$ cat src/rtl/vector_sweep_gen_if.sv
// Bus bundle for vector_sweep_gen: sweep control, driven vector, captured table.
// Optional compare signals exist only when SWEEP_COMPARE_EN is defined.
interface vector_sweep_gen_if;
  logic        start;
  logic        abort;
  logic        f_in;
  logic        a;
  logic        b;
  logic        c;
  logic        d;
  logic [3:0]  vec_idx;
  logic        busy;
  logic        done;
  logic [15:0] tt_out;
`ifdef SWEEP_COMPARE_EN
  logic [15:0] expected;
  logic [4:0]  mismatch_cnt;
  logic        pass;

  modport master (input start, abort, f_in, expected,
                  output a, b, c, d, vec_idx, busy, done, tt_out, mismatch_cnt, pass);
  modport slave  (output start, abort, f_in, expected,
                  input a, b, c, d, vec_idx, busy, done, tt_out, mismatch_cnt, pass);
`else
  modport master (input start, abort, f_in,
                  output a, b, c, d, vec_idx, busy, done, tt_out);
  modport slave  (output start, abort, f_in,
                  input a, b, c, d, vec_idx, busy, done, tt_out);
`endif
endinterface

$ cat src/rtl/vector_sweep_gen.sv
// Sweeps a 4-bit input vector 0..15, holding each for HOLD_CYCLES, and records f_in per vector.
// Define SWEEP_COMPARE_EN to add the expected-table compare (mismatch_cnt, pass).
//
// state | meaning
// IDLE  | waiting for start; vector driven to 0, last table held
// DRIVE | holding a vector, sampling f_in on the last hold cycle
// DONE  | one-cycle completion pulse, then back to IDLE
module vector_sweep_gen #(
  parameter int HOLD_CYCLES = 20
) (
  input logic             clk,
  input logic             rst_n,
  vector_sweep_gen_if.master bus
);

  typedef enum logic [1:0] {IDLE, DRIVE, DONE} state_t;

  localparam logic [7:0] HOLD_LAST = 8'(HOLD_CYCLES - 1);

  state_t      state;
  state_t      state_nxt;
  logic [7:0]  hold_cnt;
  logic [3:0]  vec;
  logic [15:0] tt;
  logic        busy_q;
  logic        done_q;
  logic        launch;
  logic        last_hold;
  logic        sample;

  assign launch    = (state == IDLE) && bus.start && !bus.abort;
  assign last_hold = (state == DRIVE) && (hold_cnt == HOLD_LAST);
  assign sample    = last_hold && !bus.abort;

  always_comb begin
    state_nxt = state;
    case (state)
      IDLE:    if (launch) state_nxt = DRIVE;
      DRIVE: begin
        if (bus.abort)                    state_nxt = IDLE;
        else if (last_hold && vec == 4'hF) state_nxt = DONE;
      end
      DONE:    state_nxt = IDLE;
      default: state_nxt = IDLE;
    endcase
  end

  always_ff @(posedge clk or negedge rst_n) begin
    if (!rst_n) state <= IDLE;
    else        state <= state_nxt;
  end

  // Vector returns to 0 on abort and on completion so IDLE always drives 0.
  always_ff @(posedge clk or negedge rst_n) begin
    if (!rst_n) begin
      hold_cnt <= '0;
      vec      <= '0;
      tt       <= '0;
      busy_q   <= 1'b0;
      done_q   <= 1'b0;
    end else begin
      busy_q <= (state_nxt == DRIVE);
      done_q <= (state_nxt == DONE);
      if (launch) begin
        hold_cnt <= '0;
        vec      <= '0;
        tt       <= '0;
      end else if (state == DRIVE) begin
        if (bus.abort) begin
          hold_cnt <= '0;
          vec      <= '0;
        end else if (last_hold) begin
          hold_cnt <= '0;
          tt[vec]  <= bus.f_in;
          vec      <= (vec == 4'hF) ? 4'h0 : vec + 4'd1;
        end else begin
          hold_cnt <= hold_cnt + 8'd1;
        end
      end
    end
  end

  assign bus.a       = vec[3];
  assign bus.b       = vec[2];
  assign bus.c       = vec[1];
  assign bus.d       = vec[0];
  assign bus.vec_idx = vec;
  assign bus.busy    = busy_q;
  assign bus.done    = done_q;
  assign bus.tt_out  = tt;

`ifdef SWEEP_COMPARE_EN
  logic [4:0] mis_cnt;
  logic       pass_q;

  // pass is judged in DONE, when the last sample has already been counted.
  always_ff @(posedge clk or negedge rst_n) begin
    if (!rst_n) begin
      mis_cnt <= '0;
      pass_q  <= 1'b0;
    end else if (launch) begin
      mis_cnt <= '0;
      pass_q  <= 1'b0;
    end else begin
      if (sample && (bus.f_in != bus.expected[vec])) mis_cnt <= mis_cnt + 5'd1;
      if (state == DONE) pass_q <= (mis_cnt == 5'd0);
    end
  end

  assign bus.mismatch_cnt = mis_cnt;
  assign bus.pass         = pass_q;
`endif

endmodule

$ cat src/flat_wrapper.sv
// flat-port wrapper written by rule: the top's interface ports become plain ports
module vector_sweep_gen_flat 
#(
  parameter int HOLD_CYCLES = 20
)
  (clk, rst_n, bus_start, bus_abort, bus_f_in, bus_a, bus_b, bus_c, bus_d, bus_vec_idx, bus_busy, bus_done, bus_tt_out);
  vector_sweep_gen_if bus_i ();
  input logic clk;
  input logic rst_n;
  input wire logic [$bits(bus_i.start)-1:0] bus_start;
  input wire logic [$bits(bus_i.abort)-1:0] bus_abort;
  input wire logic [$bits(bus_i.f_in)-1:0] bus_f_in;
  output wire logic [$bits(bus_i.a)-1:0] bus_a;
  output wire logic [$bits(bus_i.b)-1:0] bus_b;
  output wire logic [$bits(bus_i.c)-1:0] bus_c;
  output wire logic [$bits(bus_i.d)-1:0] bus_d;
  output wire logic [$bits(bus_i.vec_idx)-1:0] bus_vec_idx;
  output wire logic [$bits(bus_i.busy)-1:0] bus_busy;
  output wire logic [$bits(bus_i.done)-1:0] bus_done;
  output wire logic [$bits(bus_i.tt_out)-1:0] bus_tt_out;
  assign bus_i.start = bus_start;
  assign bus_i.abort = bus_abort;
  assign bus_i.f_in = bus_f_in;
  assign bus_a = bus_i.a;
  assign bus_b = bus_i.b;
  assign bus_c = bus_i.c;
  assign bus_d = bus_i.d;
  assign bus_vec_idx = bus_i.vec_idx;
  assign bus_busy = bus_i.busy;
  assign bus_done = bus_i.done;
  assign bus_tt_out = bus_i.tt_out;
  vector_sweep_gen #(.HOLD_CYCLES(HOLD_CYCLES)) u_core (.clk(clk), .rst_n(rst_n), .bus(bus_i));
endmodule
$ cat config.mk
export PLATFORM = sky130hd
export DESIGN_NAME = vector_sweep_gen_flat
export DESIGN_NICKNAME = d
export VERILOG_FILES = /design/src/rtl/vector_sweep_gen_if.sv /design/src/rtl/vector_sweep_gen.sv /design/src/flat_wrapper.sv
export SDC_FILE = /design/constraint.sdc
export NUM_CORES = 1
export LEC_CHECK = 0
export CAP_MARGIN = 25
export CORE_MARGIN = 2
export CORE_UTILIZATION = 49
export DETAILED_ROUTE_END_ITERATION = 6
export PLACE_DENSITY = 0.75
export SYNTH_ARGS = -nofsm -noshare
export SYNTH_HDL_FRONTEND = slang
export SYNTH_SLANG_ARGS = --single-unit
$ cat constraint.sdc
create_clock -name clk -period 4.12 [get_ports clk]
set_input_delay 0.618 -clock clk [delete_from_list [all_inputs] [get_ports clk]]
set_output_delay 0.618 -clock clk [all_outputs]
set_load 0.005 [all_outputs]
==> results.json, run 1 <==
{
  "grtUsageTotal_pct": 21.4,
  "startpoint_type": "input pin",
  "die_h_um": 62.7,
  "netlist_instances": 158,
  "total_power_mw": 0.572,
  "drc": 0,
  "routed_wl_mm": 3.59,
  "routedWlPerCell_um": 15.6,
  "drv_slew": 0,
  "drtIter0Drc": 58,
  "cts_resized": 0,
  "num_rows": 21,
  "seq_area_frac_synth_pct": 47.4,
  "yosys_warnings": 0,
  "crit_path_max_fanout": 10,
  "hold_viol_final": 0,
  "setup_tns_ns": 0,
  "grt_pass1_vias": 1299,
  "met1Wirelength_mm": 1.73,
  "synthArstFlopShare_pct": 100,
  "postSynthAreaPerCell_um2": 10.7,
  "route.met2.wl_mm": 1.60,
  "grt_max_degree": 33,
  "synth_edf_count": 0,
  "drive_gt1_share_pct": 14.1,
  "critical_path.startpoint": "bus_abort",
  "synthFlopType": "dfrtp_1",
  "p_per_area_nw_per_um2": 283,
  "gp_congestion": 0.862,
  "min_period_ns": 2.15,
  "ant_nets": 0,
  "cts_hold_buf": 0,
  "cp-end-kind": "flip-flop",
  "antenna-diode-count": 0,
  "required_ns": 4.33,
  "placed_cells": 222,
  "hp-start": "u_core.hold_cnt[0]",
  "worstMarginPinSlew_ns": 0.598,
  "setup_viol": 0,
  "grt_pass1_wl_mm": 6.49,
  "post_cts_buffers": 0,
  "synth-seq-cells": 32,
  "layout_common_cells": "32 x dfrtp_1, 30 x clkdlybuf4s50_1, 15 x o211ai_1, 15 x o21ai_1",
  "met3_length_um": 191,
  "fin_crit_sh_pct": 52.1,
  "skew_ns": 0.0126,
  "max-cap-violations": 0,
  "cts_buffer_depth": 2,
  "ios": 31,
  "irDropWorstVdd_mv": 0.140,
  "fin_cells": 230,
  "start_util_pct": 51.0,
  "dpl.hpwl_mm": 2.65,
  "rsz0062_at_grt": "false",
  "relSlewSlack_pct": 60.0,
  "timing.fmax_ghz": 0.466,
  "timing.rr.start": "u_core.state[0]",
  "status": "finished, final reports clean",
  "criticalPathCategory": "in2reg",
  "portBuffers": 30,
  "cts-htree-levels": 2,
  "root_buffer": "clkbuf_4",
  "grt-ovfl-total": 0,
  "synthesis.nets": 168,
  "hold_class": "reg2reg",
  "fill_cells": 292,
  "drt_first_pass_iters": 4,
  "viasPerCell": 5.77,
  "highest_layer": "met4",
  "placed_area_um2": 1960,
  "vias": 1326,
  "cts.sinks": 32,
  "insertion_delay_ns": 0.34,
  "yosys.cell_types.count": 43,
  "postLayoutCellArea_um2": 2020,
  "nets": 193,
  "syn_area_um2": 1690,
  "core_area_um2": 3310,
  "clk_pin_slew_ns": 0.10,
  "cts_tree": "built",
  "cts_buffers": 5,
  "die_w_um": 62.7,
  "fin_hold_ws_ns": 0.539,
  "dieArea_um2": 3930,
  "final_common_cell": "dfrtp_1",
  "syn2layout_area_growth_pct": 19.8,
  "antenna_found_initial": 0,
  "critPathArrivalTime_ns": 2.35,
  "power.leakage_nw": 0.829
}
[cells in the mapped netlist, drive strengths merged (3+ instances only)]
cell     count  share of area, %
buf         12               5.3
o21ai       21               6.2
o211ai      15               6.7
nor2b        4               1.6
nor2         9               2.6
dfrtp       32                47
ha           5               3.7
nand2       12               3.4
o2111ai      4               2.1
and4b        3               1.9
inv          3              0.67
nand4        5               1.9
nand3        4               1.5
xor2         6               3.1
[stage by stage]
step                      utilization (%)  setup WS (ns)
after floorplan                         -           2.54
after global placement               59.3           1.75
after detailed placement             59.3           1.62
after CTS                            61.1           1.99
after global routing                 61.1           1.90
final                                61.1           1.97
[kinds of logic (layout without fill, tap and decap cells)]
family	Yosys count	in the layout	share of synthesized area, %
XOR/XNOR	6	6	3.11
AO/OA/AOI/OAI	47	47	19.1
AND/OR/NAND/NOR	50	50	19.3
adder cells (fa/ha/maj)	5	5	3.70
flip-flops	32	32	47.4
buffers and inverters	16	42	6.15
multiplexers	2	2	1.19
[state kept, by name, summed over array words and instances (netlist names)]
name	flops
u_core.bus.done	1
u_core.state	2
u_core.bus.busy	1
u_core.hold_cnt	8
u_core.bus.vec_idx	4
u_core.bus.tt_out	16
[power breakdown]
| part | internal [mW] | switching [mW] | total, mW | leakage [nW] |
|---|---|---|---|---|
| registers | 0.320 | 0.00857 | 0.328 | 0.443 |
| logic | 0.0186 | 0.0317 | 0.0502 | 0.348 |
| clock network | 0.0811 | 0.112 | 0.193 | 0.0380 |
[critical path, cell delays in order]
cell and delay, ns:
clkdlybuf4s50_1 0.55, nor2b_2 0.43, nor2_4 0.07, o31ai_4 0.50
o221ai_1 0.19
[layout make-up]
| type | instances | area [µm²] | share of cell area, % |
|---|---|---|---|
| Clock buffer | 6 | 51.3 | 2.54 |
| Timing Repair Buffer | 31 | 308 | 15.2 |
| Tap cell | 46 | 57.6 | 2.84 |
| Multi-Input combinational cell | 110 | 785 | 38.8 |
| Sequential cell | 32 | 801 | 39.6 |
| Inverter | 3 | 11.3 | 0.557 |
| Clock inverter | 2 | 10.0 | 0.495 |
[per-layer routing]
| metal | GRT usage (%) | vias to the layer above |
|---|---|---|
| met2 | 30.4 | 39 |
| met3 | 4.14 | 9 |
| met4 | 10.0 | 0 |
| met5 | 0 | - |
| li1 | - | 632 |
| met1 | 31.6 | 646 |
[final timing paths]
check                                             end  slack, ns  cells past startpoint
worst max-delay path            u_core.bus.vec_idx[3]       1.97                      5
worst min-delay path               u_core.hold_cnt[0]       0.54                      1
worst max register to register        u_core.state[0]       2.13                      4
worst min register to register     u_core.hold_cnt[0]       0.54                      1
max in group asynchronous             u_core.state[0]       3.15                      2
min in group asynchronous       u_core.bus.vec_idx[2]       0.66                      2
Note: power is estimated with default switching activity, not from simulation.
==> run 2, diff against run 1 <==
Settings changed: CORE_UTILIZATION 49 to 46, PLACE_DENSITY 0.75 to 0.74.
Clock period 4.12 ns to 1.9 ns, I/O delays scaled along.
==> run 2 against run 1 <==
Sequential power up 120%. Sequential cell count unchanged. Worst hold slack worse by 0.14 ns. Largest cell class unchanged. Critical path type is now reg2reg.
==> results.json, run 2 (synthesis gave the netlist of run 1 again) <==
{
  "fin_hold_ws_ns": 0.395,
  "insertion_delay_ns": 0.28,
  "grtUsageTotal_pct": 19.8,
  "p_per_area_nw_per_um2": 699,
  "routedWlPerCell_um": 15.2,
  "worstMarginPinSlew_ns": 0.390,
  "reg2reg_depth": 5,
  "timing.fmax_ghz": 0.567,
  "required_ns": 2.06,
  "postLayoutCellArea_um2": 2110,
  "grt-ovfl-total": 0,
  "cts_buffers": 5,
  "critical_path.startpoint": "u_core.hold_cnt[0]",
  "drt_first_pass_iters": 4,
  "status": "finished, final reports clean",
  "dpl.hpwl_mm": 2.58,
  "cts_resized": 0,
  "ant_nets": 0,
  "setup_viol": 0,
  "gp_congestion": 0.858,
  "cts_buffer_depth": 2,
  "drv_slew": 0,
  "total_power_mw": 1.47,
  "fill_cells": 314,
  "grt_max_degree": 33,
  "relSlewSlack_pct": 74.0,
  "fin_util_pct": 58.5,
  "routed_wl_mm": 3.61,
  "r2r_end": "u_core.state[0]",
  "skew_ns": 0.00256,
  "cts-htree-levels": 2,
  "hold_viol_final": 0,
  "start_util_pct": 46.8,
  "timing.rr.start": "u_core.hold_cnt[0]",
  "die_w_um": 64.6,
  "root_buffer": "clkbuf_8",
  "crit_path_max_fanout": 8,
  "fin_crit_sh_pct": 92.8,
  "hold_class": "in2async",
  "path_cells": "ha_1, and4bb_1, nand3_2, o21ai_0, nand2_1",
  "min_period_ns": 1.76,
  "irDropWorstVdd_mv": 0.406,
  "num_rows": 22,
  "startpoint_type": "flip-flop",
  "layout_common_cells": "32 x dfrtp_1, 30 x clkdlybuf4s50_1, 15 x o211ai_1, 15 x o21ai_1",
  "rrSetupSlack_ns": 0.14,
  "criticalPathCategory": "reg2reg",
  "nets": 198,
  "max-cap-violations": 0,
  "path_delay_family": "simple AND/OR/NAND/NOR gates",
  "clk_pin_slew_ns": 0.07,
  "cpMaxStageDelayCell": "dfrtp_1",
  "critPathArrivalTime_ns": 1.92,
  "drc": 0,
  "cpPeakStageDelay_ns": 0.40,
  "cts_tree": "built",
  "placed_area_um2": 2000,
  "die_h_um": 64.6,
  "setup_tns_ns": 0,
  "antenna_found_initial": 0,
  "power.leakage_nw": 0.871,
  "core_area_um2": 3610,
  "cts_hold_buf": 0,
  "largest_register_ffs": 16,
  "cts.sinks": 32,
  "worst-path-buf-inv": 0,
  "syn2layout_area_growth_pct": 24.9,
  "drtIter0Drc": 62,
  "viasPerCell": 5.47,
  "grt_pass1_vias": 1278,
  "drive_gt1_share_pct": 15.9,
  "ios": 31,
  "post_cts_buffers": 0,
  "portBuffers": 30,
  "dieArea_um2": 4170,
  "cp-end-kind": "flip-flop",
  "antenna-diode-count": 0,
  "rsz0062_at_grt": "false",
  "grt_pass1_wl_mm": 6.24,
  "final_common_cell": "dfrtp_1",
  "vias": 1296
}
-- run 2: metal layers --
layer | global-route usage [%] | share of wire, % | vias to the layer above
met3 | 4.86 | 3.4 | 5
li1 | - | - | 636
met1 | 27.5 | 47 | 628
met5 | 0 | 0 | -
met4 | 6.38 | 1.4 | 0
met2 | 30.7 | 48 | 27
-- run 2: worst max path at each step --
stage,end,slack (ns),cells past startpoint
2_1_floorplan,u_core.bus.tt_out[15],0.46,5
3_3_place_gp,u_core.bus.tt_out[6],0.06,6
3_5_place_dp,u_core.bus.tt_out[9],0.03,6
4_1_cts,u_core.state[0],0.17,5
5_1_grt,u_core.state[0],0.01,5
6_report,u_core.state[0],0.14,5
-- run 2: area by class of cell --
class	count	area, µm²	area share, %
clock buffer	6	72.6	3.44
clock inverter	2	35.0	1.66
inverter	3	11.3	0.534
multi-input combinational	110	785	37.2
sequential	32	801	38.0
tap	48	60.1	2.85
timing repair buffer	36	345	16.4
-- run 2: worst reg2reg max path, delay by kind of cell (launching register included) --
kind	cells	cell delay, ns
compound gates	1	0.35
fa+ha+maj	1	0.18
flops	1	0.40
simple gates	3	0.72
-- run 2: power by group --
| group | total [mW] | switching, mW | internal (mW) |
|---|---|---|---|
| Clock | 0.639 | 0.250 | 0.389 |
| Combinational | 0.122 | 0.0706 | 0.0511 |
| Sequential | 0.714 | 0.0196 | 0.694 |
-- run 2: through the flow --
step | setup WS (ns) | instances
final | 0.137 | 237
after detailed placement | 0.0253 | 229
after global placement | 0.0595 | 229
after global routing | 0.0119 | 237
after floorplan | 0.460 | 158
after CTS | 0.170 | 237
